[src/rtl/mac_array_ctrl_if.sv]
// rtl/mac_array_ctrl_if.sv - B FIFO, MAC array and result-port signals of the MAC sequencer
// master: the sequencer side; slave: the FIFO/array/consumer side.
interface mac_array_ctrl_if #(
    parameter int ROWS = 8
);
    logic        b_empty;
    logic        b_pop;
    logic        mac_clr;
    logic        mac_en;
    logic [23:0] mac_c_in [0:ROWS-1];
    logic        res_valid;
    logic        res_ready;
    logic [23:0] res_data [0:ROWS-1];

    modport master (
        input  b_empty,
        input  mac_c_in,
        input  res_ready,
        output b_pop,
        output mac_clr,
        output mac_en,
        output res_valid,
        output res_data
    );

    modport slave (
        output b_empty,
        output mac_c_in,
        output res_ready,
        input  b_pop,
        input  mac_clr,
        input  mac_en,
        input  res_valid,
        input  res_data
    );
endinterface

[src/rtl/mac_array_ctrl.sv]
// rtl/mac_array_ctrl.sv - job sequencer for the systolic MAC array (clear, feed B, drain, hold result)
// Optional stall_cycles performance counter is built when MAC_CTRL_PERF_EN is defined.
module mac_array_ctrl #(
    parameter int ROWS         = 8,
    parameter int VEC_LEN      = 8,
    parameter int DRAIN_CYCLES = ROWS + 1
) (
    input  logic        clk,
    input  logic        rst,
    input  logic        start,
    output logic        busy,
    output logic        done,
`ifdef MAC_CTRL_PERF_EN
    output logic [15:0] stall_cycles,
`endif
    mac_array_ctrl_if.master bus
);

    localparam int FCW = $clog2(VEC_LEN + 1);
    localparam int DCW = $clog2(DRAIN_CYCLES + 1);
    localparam logic [FCW-1:0] FEED_LAST  = FCW'(VEC_LEN - 1);
    localparam logic [DCW-1:0] DRAIN_LAST = DCW'(DRAIN_CYCLES - 1);

    typedef enum logic [2:0] {
        S_IDLE  = 3'd0,
        S_CLEAR = 3'd1,
        S_FEED  = 3'd2,
        S_DRAIN = 3'd3,
        S_HOLD  = 3'd4
    } state_t;

    state_t           state_q, state_d;
    logic [FCW-1:0]   feed_cnt_q, feed_cnt_d;
    logic [DCW-1:0]   drain_cnt_q, drain_cnt_d;
    logic [23:0]      res_data_q [0:ROWS-1];
    logic [23:0]      res_data_d [0:ROWS-1];
    logic             done_q, done_d;
    logic             mac_clr_c;
    logic             mac_en_c;
    logic             res_valid_c;
`ifdef MAC_CTRL_PERF_EN
    logic [15:0]      stall_q, stall_d;
`endif

    always_ff @(posedge clk) begin
        if (rst) begin
            state_q     <= S_IDLE;
            feed_cnt_q  <= '0;
            drain_cnt_q <= '0;
            done_q      <= 1'b0;
            for (int r = 0; r < ROWS; r++) begin
                res_data_q[r] <= '0;
            end
`ifdef MAC_CTRL_PERF_EN
            stall_q     <= '0;
`endif
        end else begin
            state_q     <= state_d;
            feed_cnt_q  <= feed_cnt_d;
            drain_cnt_q <= drain_cnt_d;
            done_q      <= done_d;
            for (int r = 0; r < ROWS; r++) begin
                res_data_q[r] <= res_data_d[r];
            end
`ifdef MAC_CTRL_PERF_EN
            stall_q     <= stall_d;
`endif
        end
    end

    always_comb begin
        state_d     = state_q;
        feed_cnt_d  = feed_cnt_q;
        drain_cnt_d = drain_cnt_q;
        done_d      = 1'b0;
        mac_clr_c   = 1'b0;
        mac_en_c    = 1'b0;
        res_valid_c = 1'b0;
        for (int r = 0; r < ROWS; r++) begin
            res_data_d[r] = res_data_q[r];
        end
`ifdef MAC_CTRL_PERF_EN
        stall_d     = stall_q;
`endif

        case (state_q)
            S_IDLE: begin
                if (start) begin
                    state_d = S_CLEAR;
                end
            end

            S_CLEAR: begin
                mac_clr_c   = 1'b1;
                feed_cnt_d  = '0;
                drain_cnt_d = '0;
                state_d     = S_FEED;
`ifdef MAC_CTRL_PERF_EN
                stall_d     = '0;
`endif
            end

            S_FEED: begin
                // Enable and pop share one strobe: the show-ahead head is consumed by row 0 this cycle.
                if (!bus.b_empty) begin
                    mac_en_c   = 1'b1;
                    feed_cnt_d = feed_cnt_q + FCW'(1);
                    if (feed_cnt_q == FEED_LAST) begin
                        state_d = S_DRAIN;
                    end
                end
`ifdef MAC_CTRL_PERF_EN
                else if (stall_q != 16'hFFFF) begin
                    stall_d = stall_q + 16'd1;
                end
`endif
            end

            S_DRAIN: begin
                drain_cnt_d = drain_cnt_q + DCW'(1);
                if (drain_cnt_q == DRAIN_LAST) begin
                    for (int r = 0; r < ROWS; r++) begin
                        res_data_d[r] = bus.mac_c_in[r];
                    end
                    state_d = S_HOLD;
                end
            end

            S_HOLD: begin
                res_valid_c = 1'b1;
                if (bus.res_ready) begin
                    done_d  = 1'b1;
                    state_d = S_IDLE;
                end
            end

            default: begin
                state_d = S_IDLE;
            end
        endcase
    end

    assign busy          = (state_q != S_IDLE);
    assign done          = done_q;
    assign bus.mac_clr   = mac_clr_c;
    assign bus.mac_en    = mac_en_c;
    assign bus.b_pop     = mac_en_c;
    assign bus.res_valid = res_valid_c;
    assign bus.res_data  = res_data_q;
`ifdef MAC_CTRL_PERF_EN
    assign stall_cycles  = stall_q;
`endif

endmodule

[src/flat_wrapper.sv]
// flat-port wrapper written by rule: the top's interface ports become plain ports
module mac_array_ctrl_flat 
#(
    parameter int ROWS         = 8,
    parameter int VEC_LEN      = 8,
    parameter int DRAIN_CYCLES = ROWS + 1
)
  (clk, rst, start, busy, done, bus_b_empty, bus_mac_c_in, bus_res_ready, bus_b_pop, bus_mac_clr, bus_mac_en, bus_res_valid, bus_res_data);
  mac_array_ctrl_if #(.ROWS(ROWS)) bus_i ();
  input  logic clk;
  input  logic rst;
  input  logic start;
  output logic busy;
  output logic done;
  input wire logic [$bits(bus_i.b_empty)-1:0] bus_b_empty;
  input wire logic [$bits(bus_i.mac_c_in)-1:0] bus_mac_c_in;
  input wire logic [$bits(bus_i.res_ready)-1:0] bus_res_ready;
  output wire logic [$bits(bus_i.b_pop)-1:0] bus_b_pop;
  output wire logic [$bits(bus_i.mac_clr)-1:0] bus_mac_clr;
  output wire logic [$bits(bus_i.mac_en)-1:0] bus_mac_en;
  output wire logic [$bits(bus_i.res_valid)-1:0] bus_res_valid;
  output wire logic [$bits(bus_i.res_data)-1:0] bus_res_data;
  assign bus_i.b_empty = bus_b_empty;
  assign bus_i.mac_c_in = {>>{bus_mac_c_in}};
  assign bus_i.res_ready = bus_res_ready;
  assign bus_b_pop = bus_i.b_pop;
  assign bus_mac_clr = bus_i.mac_clr;
  assign bus_mac_en = bus_i.mac_en;
  assign bus_res_valid = bus_i.res_valid;
  assign bus_res_data = {>>{bus_i.res_data}};
  mac_array_ctrl #(.ROWS(ROWS), .VEC_LEN(VEC_LEN), .DRAIN_CYCLES(DRAIN_CYCLES)) u_core (.clk(clk), .rst(rst), .start(start), .busy(busy), .done(done), .bus(bus_i));
endmodule
[config.mk]
export PLATFORM = sky130hd
export DESIGN_NAME = mac_array_ctrl_flat
export DESIGN_NICKNAME = d
export VERILOG_FILES = /design/src/rtl/mac_array_ctrl_if.sv /design/src/rtl/mac_array_ctrl.sv /design/src/flat_wrapper.sv
export SDC_FILE = /design/constraint.sdc
export NUM_CORES = 1
export LEC_CHECK = 0
export CAP_MARGIN = 40
export CORE_ASPECT_RATIO = 1.5
export CORE_MARGIN = 8
export CORE_UTILIZATION = 40
export DETAILED_ROUTE_END_ITERATION = 8
export PLACE_DENSITY = 0.89
export SYNTH_ARGS = -nofsm -noshare
export SYNTH_HDL_FRONTEND = slang
export SYNTH_SLANG_ARGS = --single-unit
[constraint.sdc]
create_clock -name clk -period 4.95 [get_ports clk]
set_clock_uncertainty 0.2 [all_clocks]
set_input_delay 1.485 -clock clk [delete_from_list [all_inputs] [get_ports clk]]
set_output_delay 1.485 -clock clk [all_outputs]
set_load 0.01 [all_outputs]
# Yosys cells after proc, flatten, opt, wreduce, memory -nomap -nowiden
# Cells that the tools add are included.
# W data, S select, Z words.
dict set report op_classes {
  bitwise 1
  n_eq_ne 11
  mux 14
  n_addsub 2
  n_reduce_logical 8
}
# cell count
set ops {}
lappend ops {{$pmux W4 S2} 2}
lappend ops {{$mux W3} 5}
lappend ops {{$pmux W3 S5} 1}
lappend ops {{$add A4 B1 Y4 const B} 2}
lappend ops {{$eq A3 B2 Y1 const B} 2}
lappend ops {{$ne A2 B2 Y1 const B} 3}
lappend ops {{$mux W1} 5}
lappend ops {{$reduce_and A5 Y1} 1}
lappend ops {{$eq A4 B3 Y1 const B} 1}
lappend ops {{$eq A4 B4 Y1 const B} 1}
lappend ops {{$mux W4} 1}
lappend ops {{$ne A2 B1 Y1 const B} 2}
lappend ops {{$reduce_and A2 Y1} 2}
lappend ops {{$reduce_bool A2 Y1} 2}
lappend ops {{$eq A3 B1 Y1 const B} 1}
lappend ops {{$eq A3 B3 Y1 const B} 1}
lappend ops {{$logic_not A3 Y1} 1}
lappend ops {{$reduce_bool A3 Y1} 1}
lappend ops {{$reduce_or A2 Y1} 1}
lappend ops {{$not A1 Y1} 1}
dict set report word_totals {
  output_inout_bits 198
  word_cells 48
  in_bits 197
  reg_bits 204
}

# Longest topological paths before layout
# Gate-level depths: netlist of run 1.
dict set report logic_depth {
  depth_word 4
  mapped_depth 8
}

# Least setup slack after synthesis of run 1
# Ideal clock, no wire load.
dict set report synth_timing {
  path_kind {input-to-output}
  from {input port bus_b_empty}
  to {output port bus_mac_en}
  stages 2
  arrival_ns 2.110
  n_path_buf 1
  slack_ns 1.155
  required_ns 3.265
  path_cell_list {nor4b_2 buf_4}
}
dict set report synth_between {
  elab_chain_len 2
}
# element line
set synth_lines {}
lappend synth_lines {{from (decl)} flat_wrapper.sv:15} ;# input wire logic [$bits(bus_i.b_empty)-1:0] bus_b_empty;
lappend synth_lines {{$mux W1} mac_array_ctrl.sv:105} ;# if (!bus.b_empty) begin
lappend synth_lines {{$mux W1} mac_array_ctrl.sv:86} ;# case (state_q)
lappend synth_lines {{to (decl)} flat_wrapper.sv:20} ;# output wire logic [$bits(bus_i.mac_en)-1:0] bus_mac_en;
# Every way passes these cells.

# Worst setup path after layout of run 1
# Ends and elaborated chain as after synthesis.

==> results.md, run 1 <==
* DR iter-0 viols at 626
* Hold crit path type: reg2reg
* Vias at 8632
* Worst-margin pin slew at 0.826 ns
* Synth Instances at 961
* Max Cap Violations at 0
* Num ports at 395
* Die area at 24900 µm²
* Clk_lat worst skew at 0.49 ns
* Final Hold Viols at 0
* Antenna viol nets, final at 0
* Via density at 5.57
* CP max-delay cell: clkdlybuf4s50_1
* Grt total ovfl at 0
* RD Place Congestion at 0.808
* Flop pwr share at 46.2%
* Worst-path fanout max at 5
* Clock root cell: clkbuf_16
* Ys async rst share at 0%
* Fin worst setup slack at 0.203 ns
* Clock power share at 46.7%
* Die Wd at 132 µm
* Global Route Usage Sum at 23.1%
* Clk slew on worst S/H paths at 0.06 ns
* Layout cells sized above 1 at 4.42%
* Initial core utilization at 40.6%
* Wire length per cell at 19.7 µm
* Core area at 19700 µm²
* First-pass GRT wire length at 47.4 mm
* Critical path, cell by cell: clkdlybuf4s50_1 > nor4b_2 > clkdlybuf4s50_1
* Max Slew Vio Count at 0
* Flops & latches, synth at 204
* Area fraction of the dominant cell type after synthesis at 51.0%
* Post-CTS sizing at 0
* Min cycle time layout at 4.75 ns
* VDD IR max at 0.000498 V
* Net Sw Power at 0.000747 W
* Clock Tree Buf Depth at 3
* Internal power at 0.00284 W
* H-tree levels at 1
* Largest net degree at the start of global routing at 122
* Pwr/cell area at 283 nW/µm²
* Yosys synthesis warning count at 0
* Post-CTS Setup Inserts at 0
* Largest cells by area after synthesis: dfxtp_1, a21oi_1, o21ai_0, nand3_1, buf_2
* DRT Pass-1 Iters at 5
* CP max stage delay at 0.63 ns
* Post-DP HPWL at 20.8 mm
* Initial antenna violation count at 1
* Number of synthesized flops with an enable pin at 0
* Final period utilization at 95.9%
* FMAX at 211 MHz
* Post-Route WL at 30.6 mm
* TNS Setup at 0 ns
* Status: completed
* Util after Layout at 64.2%
* Synth Flop Type: dfxtp_1
* DRC at 0
* Layout Area Growth over Synthesis at 58.0%
* Hold slack final at 0.273 ns
* Seq/Total Area, Yosys at 51.0%
* Mapped cell area at 8010 µm²
* Critical path data arrival time at 3.06 ns
* Synth Area per Inst at 8.33 µm²
* Vias in the first global route at 8578
* DIE HEIGHT at 189 µm
* Kind of critical path: in2out
* Yosys cell types at 38
* Synth area leader: dfxtp_1
* LEAKAGE at 4.08 nW
* Pre-CTS WS at 0.184 ns
* Cell with the most instances after synthesis: dfxtp_1
* Num Clock Sinks at 204
* Final #Nets at 1475
* Slew margin rel. at 44.9%
* Sw frac at 20.8%
* Top post-synthesis cells by count: dfxtp_1, a21oi_1, o21ai_0
* Rows at 63
* CP required at 3.26 ns
* CTS tree: done
* Port Buffer Count at 394
* CTS Hold Buffers Added at 0
* Inserted Clock Buffers at 20
* Startpoint types: primary input
* Combinational power share at 7.1%
* CP dominant cell by count: clkdlybuf4s50_1
* Worst Setup End Kind: output pin
* Syn_nets at 1161
* Fillers at 1571
* RSZ-0062 raised after global routing: false
* Final setup viols at 0
[through the flow]
step	instances	cell area, µm²	power [W]
final	1550	12700	0.00359
after CTS	1549	12600	0.00362
after floorplan	961	8010	0.00177
after global placement	1511	11900	0.00194
after detailed placement	1513	11900	0.00194
after global routing	1550	12700	0.00370
[critical path, delay by kind of cell]
| kind | cells | cell delay, ns |
|---|---|---|
| buffers and inverters | 2 | 1.14 |
| AND/OR/NAND/NOR | 1 | 0.43 |
[registers in the layout, indices dropped and copies added (netlist names)]
| register | cells |
|---|---|
| u_core.feed_cnt_q | 4 |
| u_core.drain_cnt_q | 4 |
| u_core.state_q | 3 |
| u_core.bus.res_data | 192 |
| u_core.done | 1 |
[routing by layer]
| layer | GRT usage [%] | up-vias | part of all wire (%) |
|---|---|---|---|
| met5 | 0 | - | 0 |
| met3 | 9.05 | 62 | 11 |
| met4 | 9.53 | 0 | 4.1 |
| met1 | 25.7 | 4058 | 38 |
| met2 | 38.8 | 449 | 47 |
| li1 | - | 4063 | - |
[cell type report]
class | instances | area [µm²] | area share (%)
flip-flops and latches | 204 | 4080 | 32.3
multi-input cells | 639 | 3380 | 26.7
well taps | 260 | 325 | 2.57
clock inverters | 8 | 145 | 1.15
diodes | 1 | 2.50 | 0.0198
clock buffers | 28 | 582 | 4.60
repair buffers | 406 | 4120 | 32.5
inverters | 4 | 15.0 | 0.119
[path summary, 6_finish.rpt]
| kind | startpoint | endpoint | slack [ns] | cells past startpoint |
|---|---|---|---|---|
| hold reg to reg | u_core.bus.res_data[13] | u_core.bus.res_data[13] | 0.27 | 2 |
| hold / removal | u_core.bus.res_data[13] | u_core.bus.res_data[13] | 0.27 | 2 |
| setup reg to reg | u_core.state_q[1] | u_core.bus.res_data[133] | 2.08 | 4 |
| setup / recovery | bus_b_empty | bus_mac_en | 0.20 | 3 |
[power groups by stage]
stage | Sequential (W) | Clock (W) | Combinational (W)
5_1_grt | 0.00166 | 0.00178 | 0.000268
2_1_floorplan | 0.00169 | 0 | 0.0000801
4_1_cts | 0.00166 | 0.00171 | 0.000253
3_5_place_dp | 0.00169 | 0 | 0.000251
3_3_place_gp | 0.00169 | 0 | 0.000250
6_report | 0.00166 | 0.00168 | 0.000254
[logic make-up (layout without fill, tap and decap cells)]
group           after synthesis  in the layout  share of synthesized area, %
fa+ha+maj                     3              3                         0.469
compound gates              403            403                          25.6
buf+inv                     118            446                          7.09
mux                           2              2                         0.250
flops                       204            204                          51.0
other cells                   0              1                             0
simple gates                231            231                          15.5
[cells in the final DEF (no fill, tap or decap), drive strengths merged, types with 3 or more instances in the layout]
master and instances:
a21oi 199, clkdlybuf4s50 393, nand2 5, or3b 3, nand3 193, ha 3
nor2b 4, and3b 3, inv 4, o21ai 198, buf 13, nand3b 5
nor2 3, dfxtp 204, bufinv 4, clkbuf 28, nor4bb 3
(Power assumes the default switching activity.)
==> run 2: changes to the inputs <==
ABC_AREA = 1   (was not set)
CORE_AREA = 8 8 149 151   (was not set)
CORE_ASPECT_RATIO = not set   (was 1.5)
CORE_MARGIN = not set   (was 8)
CORE_UTILIZATION = not set   (was 40)
DIE_AREA = 0 0 157 159   (was not set)
HOLD_SLACK_MARGIN = 0.15   (was not set)
PLACE_DENSITY = 0.86   (was 0.89)
==> results.md, run 2 <==
* Synth area leader: dfxtp_1
* Flops & latches, synth at 204
* Synth Flop Type: dfxtp_1
* Largest cells by area after synthesis: dfxtp_1, nor2_1, o21ai_0, buf_6, buf_2
* Clk slew on worst S/H paths at 0.06 ns
* DIE HEIGHT at 159 µm
* FMAX at 229 MHz
* Max Slew Vio Count at 0
* CTS tree: done
* Post-CTS sizing at 0
* Area fraction of the dominant cell type after synthesis at 56.0%
* Initial antenna violation count at 2
* Grt total ovfl at 0
* CP required at 3.26 ns
* LEAKAGE at 5.03 nW
* FF+latch area at 4080 µm²
* Num Clock Sinks at 204
* Hold slack final at 0.275 ns
* Pwr/cell area at 305 nW/µm²
* Layout Area Growth over Synthesis at 64.9%
* Post-CTS Setup Inserts at 0
* Yosys cell types at 21
* Hold crit path type: reg2reg
* Number of synthesized flops with an enable pin at 0
* Design Area, Final at 12000 µm²
* Global Route Usage Sum at 20.2%
* Worst Setup End Kind: output pin
* Most common cell after layout, fill and taps aside: nor2_1
* Vias at 7476
* Worst-margin pin slew at 0.726 ns
* Syn_nets at 1125
* Critical path data arrival time at 2.69 ns
* Startpoint types: primary input
* Final #Nets at 1488
* Num ports at 395
* Final setup viols at 0
* FF-to-FF path depth at 9
* Ys async rst share at 0%
* Yosys synthesis warning count at 0
* Inserted Clock Buffers at 23
* Synth Area per Inst at 7.89 µm²
* Worst-path fanout max at 3
* Register-to-register setup slack at 2.14 ns
* Largest net degree at the start of global routing at 90
* Fin worst setup slack at 0.576 ns
* Final period utilization at 88.4%
* Post-DP HPWL at 19.0 mm
* Antenna cells at 0
* Worst r2r dst: u_core.bus.res_data[95]
* Die Wd at 157 µm
* DRT Pass-1 Iters at 6
* Mapped cell area at 7300 µm²
* TNS Setup at 0 ns
* VDD IR max at 0.000273 V
* Status: completed
* RSZ-0062 raised after global routing: false
* DR iter-0 viols at 465
* RD Place Congestion at 0.815
* DRC at 0
* Synth Instances at 925
* First-pass GRT wire length at 40.8 mm
* Most frequent cells in the layout: nor2_1, clkdlybuf4s50_1, dfxtp_1
* H-tree levels at 1
* Dpl cell area at 11300 µm²
* Via density at 4.75
* Max Cap Violations at 0
* Final Hold Viols at 0
* Min cycle time layout at 4.37 ns
* Pre-CTS WS at 0.605 ns
* Top post-synthesis cells by count: nor2_1, dfxtp_1, o21ai_0
* Die area at 25000 µm²
* Post-Route WL at 26.3 mm
* Wire length per cell at 16.8 µm
* Port Buffer Count at 394
* Max reg flops at 192
* Seq/Total Area, Yosys at 56.0%
* Vias in the first global route at 7507
* Total power draw at 0.00367 W
* Initial core utilization at 36.8%
* Clock root cell: clkbuf_16
* Setup crit end: bus_mac_en
* Worst reg2reg startpoint: u_core.drain_cnt_q[0]
* Cell with the most instances after synthesis: nor2_1
* Slew margin rel. at 51.6%
* CP startpoint: bus_b_empty
* Antenna viol nets, final at 0
* Rows at 52
* Clk_lat worst skew at 0.49 ns
* Kind of critical path: in2out
* CTS Hold Buffers Added at 0
* Area of the multi-input gates at 2730 µm²
* Clock Tree Buf Depth at 3
* Min-delay src: u_core.drain_cnt_q[3]
* Core area at 19800 µm²
* Fillers at 1629
* Layout cells sized above 1 at 3.99%
run 2: changes by cell type in the layout (fill, tap and decap cells not counted), sizes merged, moves of 5 or more:
cell    delta
nand2     +17
nand3    -184
a21oi    -191
clkinv     +5
nand3b     -5
nor2     +395
inv       +11
run 2: layer usage:
metal	part of all wire (%)	vias to the layer above	track usage [%]
met4	4.4	4	9.05
met1	37	3424	21.9
met3	8.9	75	6.19
li1	-	3675	-
met5	0.087	-	0
met2	49	298	35.2
run 2: critical path, stage by stage:
cell	delay, ns
clkdlybuf4s50_1	0.46
nor2_1	0.17
clkdlybuf4s50_1	0.57
run 2: cells by family after synthesis:
kind of cell             share of synthesized area (%)
AO/OA/AOI/OAI                                     14.4
adder cells (fa/ha/maj)                          0.515
AND/OR/NAND/NOR                                   22.5
flip-flops                                        56.0
buffers and inverters                             6.57
run 2: worst min-delay path by stage:
stage | end | slack [ns] | depth (start not counted)
6_report | u_core.drain_cnt_q[3] | 0.28 | 1
5_1_grt | u_core.drain_cnt_q[3] | 0.31 | 1
4_1_cts | u_core.drain_cnt_q[3] | 0.28 | 1
3_5_place_dp | u_core.drain_cnt_q[3] | 0.27 | 1
3_3_place_gp | u_core.drain_cnt_q[2] | 0.26 | 1
2_1_floorplan | u_core.drain_cnt_q[2] | 0.23 | 1
run 2: power by group:
part | internal (W) | leakage [nW] | switching [W] | total, W
combinational | 0.000190 | 3.01 | 0.000125 | 0.000315
clock | 0.000995 | 0.376 | 0.000681 | 0.00168
sequential | 0.00166 | 1.64 | 0.0000191 | 0.00168
total | 0.00284 | 5.03 | 0.000825 | 0.00367
run 2: area by class of cell:
class	instances	share of cell area (%)
clock buffer	30	5.50
inverter	14	0.499
clock inverter	10	0.728
multi-input combinational	642	22.7
sequential	204	34.0
tap	270	2.81
timing repair buffer	403	33.8
run 2: per-stage QoR:
stage | cells | utilization [%]
floorplan | 925 | -
global placement | 1531 | 56.6
detailed placement | 1533 | 56.8
CTS | 1573 | 60.6
global route | 1573 | 60.6
finish | 1573 | 60.6
==> run 3: changes to the inputs <==
CORE_AREA = 8 8 145 147   (was 8 8 149 151)
DIE_AREA = 0 0 153 155   (was 0 0 157 159)
PLACE_DENSITY = 0.9   (was 0.86)
clock period = 5.2 ns   (was 4.95 ns; I/O delays follow)
==> results.md, run 3 (synthesized netlist as in run 2, its figures left out) <==
* Pwr/cell area at 294 nW/µm²
* Hold crit path type: reg2reg
* Pre-CTS WS at 0.690 ns
* Clock Tree Buf Depth at 3
* Worst-path fanout max at 3
* Kind of critical path: in2out
* Post-CTS sizing at 0
* Port Buffer Count at 394
* Largest net degree at the start of global routing at 106
* Fillers at 1467
* Post-CTS Setup Inserts at 0
* Wire length per cell at 17.1 µm
* Slew margin rel. at 49.6%
* CTS Hold Buffers Added at 0
* TNS Setup at 0 ns
* Max reg flops at 192
* Global Route Usage Sum at 20.6%
* DRC at 0
* Die Wd at 153 µm
* DRT Pass-1 Iters at 5
* Met3 usage at 5.96%
* Final Hold Viols at 0
* Antenna cells at 0
* DIE HEIGHT at 155 µm
* CTS tree: done
* Initial antenna violation count at 0
* Layout Area Growth over Synthesis at 63.9%
* Max Slew Vio Count at 0
* Clk_lat worst skew at 0.50 ns
* Startpoint types: primary input
* Post-Route WL at 26.3 mm
* Max Cap Violations at 0
* Status: completed
* CP required at 3.44 ns
* FMAX at 221 MHz
* Final #Nets at 1484
* Delay-heaviest family, CP: buffers and inverters
* Dpl cells at 1498
* Rows at 51
* Fin worst setup slack at 0.669 ns
* Num Clock Sinks at 204
* Die area at 23700 µm²
* RSZ-0062 raised after global routing: false
* Grt total ovfl at 0
* Initial core utilization at 38.5%
* Min cycle time layout at 4.53 ns
* Non-Filler Instances at 1536
* Critical path, cell by cell: clkdlybuf4s50_1 > nor2_1 > clkdlybuf4s50_1
* Inserted Clock Buffers at 22
* Met1 Usage GRT at 21.5%
* Area of the multi-input gates at 2730 µm²
* RD Place Congestion at 0.847
* Grt met2 use at 37.0%
* CP dominant cell by count: clkdlybuf4s50_1
* Total power draw at 0.00352 W
* VDD IR max at 0.000324 V
* Layout cells sized above 1 at 3.54%
* CP max-delay cell: clkdlybuf4s50_1
* Vias at 7497
* Most common cell after layout, fill and taps aside: nor2_1
* Worst Setup End Kind: output pin
* Num ports at 395
* First-pass GRT wire length at 40.0 mm
* Final setup viols at 0
* CP max stage delay at 0.57 ns
* Via density at 4.88
* Post-DP HPWL at 18.9 mm
* Worst-margin pin slew at 0.756 ns
* Most frequent cells in the layout: nor2_1, clkdlybuf4s50_1, dfxtp_1
* DR iter-0 viols at 518
* Clk slew on worst S/H paths at 0.06 ns
* LEAKAGE at 5.00 nW
* FF+latch area at 4080 µm²
* Clock root cell: clkbuf_16
* H-tree levels at 1
* Core area at 19000 µm²
* Vias in the first global route at 7615
* Final period utilization at 87.1%
* Buffers & Inverters on Critical Path at 2
* Antenna viol nets, final at 0
* Critical path data arrival time at 2.77 ns
* GRT busiest layer: met2
## run 3: path summary, 6_finish.rpt
kind,cells past startpoint,slack (ns),startpoint,end
setup / recovery,3,0.67,bus_b_empty,bus_b_pop
hold / removal,1,0.27,u_core.drain_cnt_q[3],u_core.drain_cnt_q[3]
setup reg to reg,8,2.80,u_core.drain_cnt_q[0],u_core.bus.res_data[16]
hold reg to reg,1,0.27,u_core.drain_cnt_q[3],u_core.drain_cnt_q[3]
## run 3: cell type report
cell class	count	share of cell area, %
flip-flops and latches	204	34.2
well taps	238	2.49
repair buffers	400	33.7
inverters	14	0.502
clock buffers	30	5.45
multi-input cells	642	22.9
clock inverters	8	0.816
## run 3: power breakdown
part / internal [W] / switching [W]
Clock: 0.000973 / 0.000643
Sequential: 0.00158 / 0.0000191
Combinational: 0.000181 / 0.000123
## run 3: layer usage
metal | vias up | wire [µm]
li1 | 3669 | -
met2 | 321 | 13200
met4 | 0 | 1430
met1 | 3425 | 9770
met3 | 82 | 1870
met5 | - | 0
## run 3: per-stage QoR
step           util (%)  area, µm²  hold WS, ns
2_1_floorplan         -       7300        0.234
3_3_place_gp       59.0      11200        0.256
3_5_place_dp       59.1      11200        0.262
4_1_cts            63.1      12000        0.271
5_1_grt            63.1      12000        0.302
6_report           63.1      12000        0.271
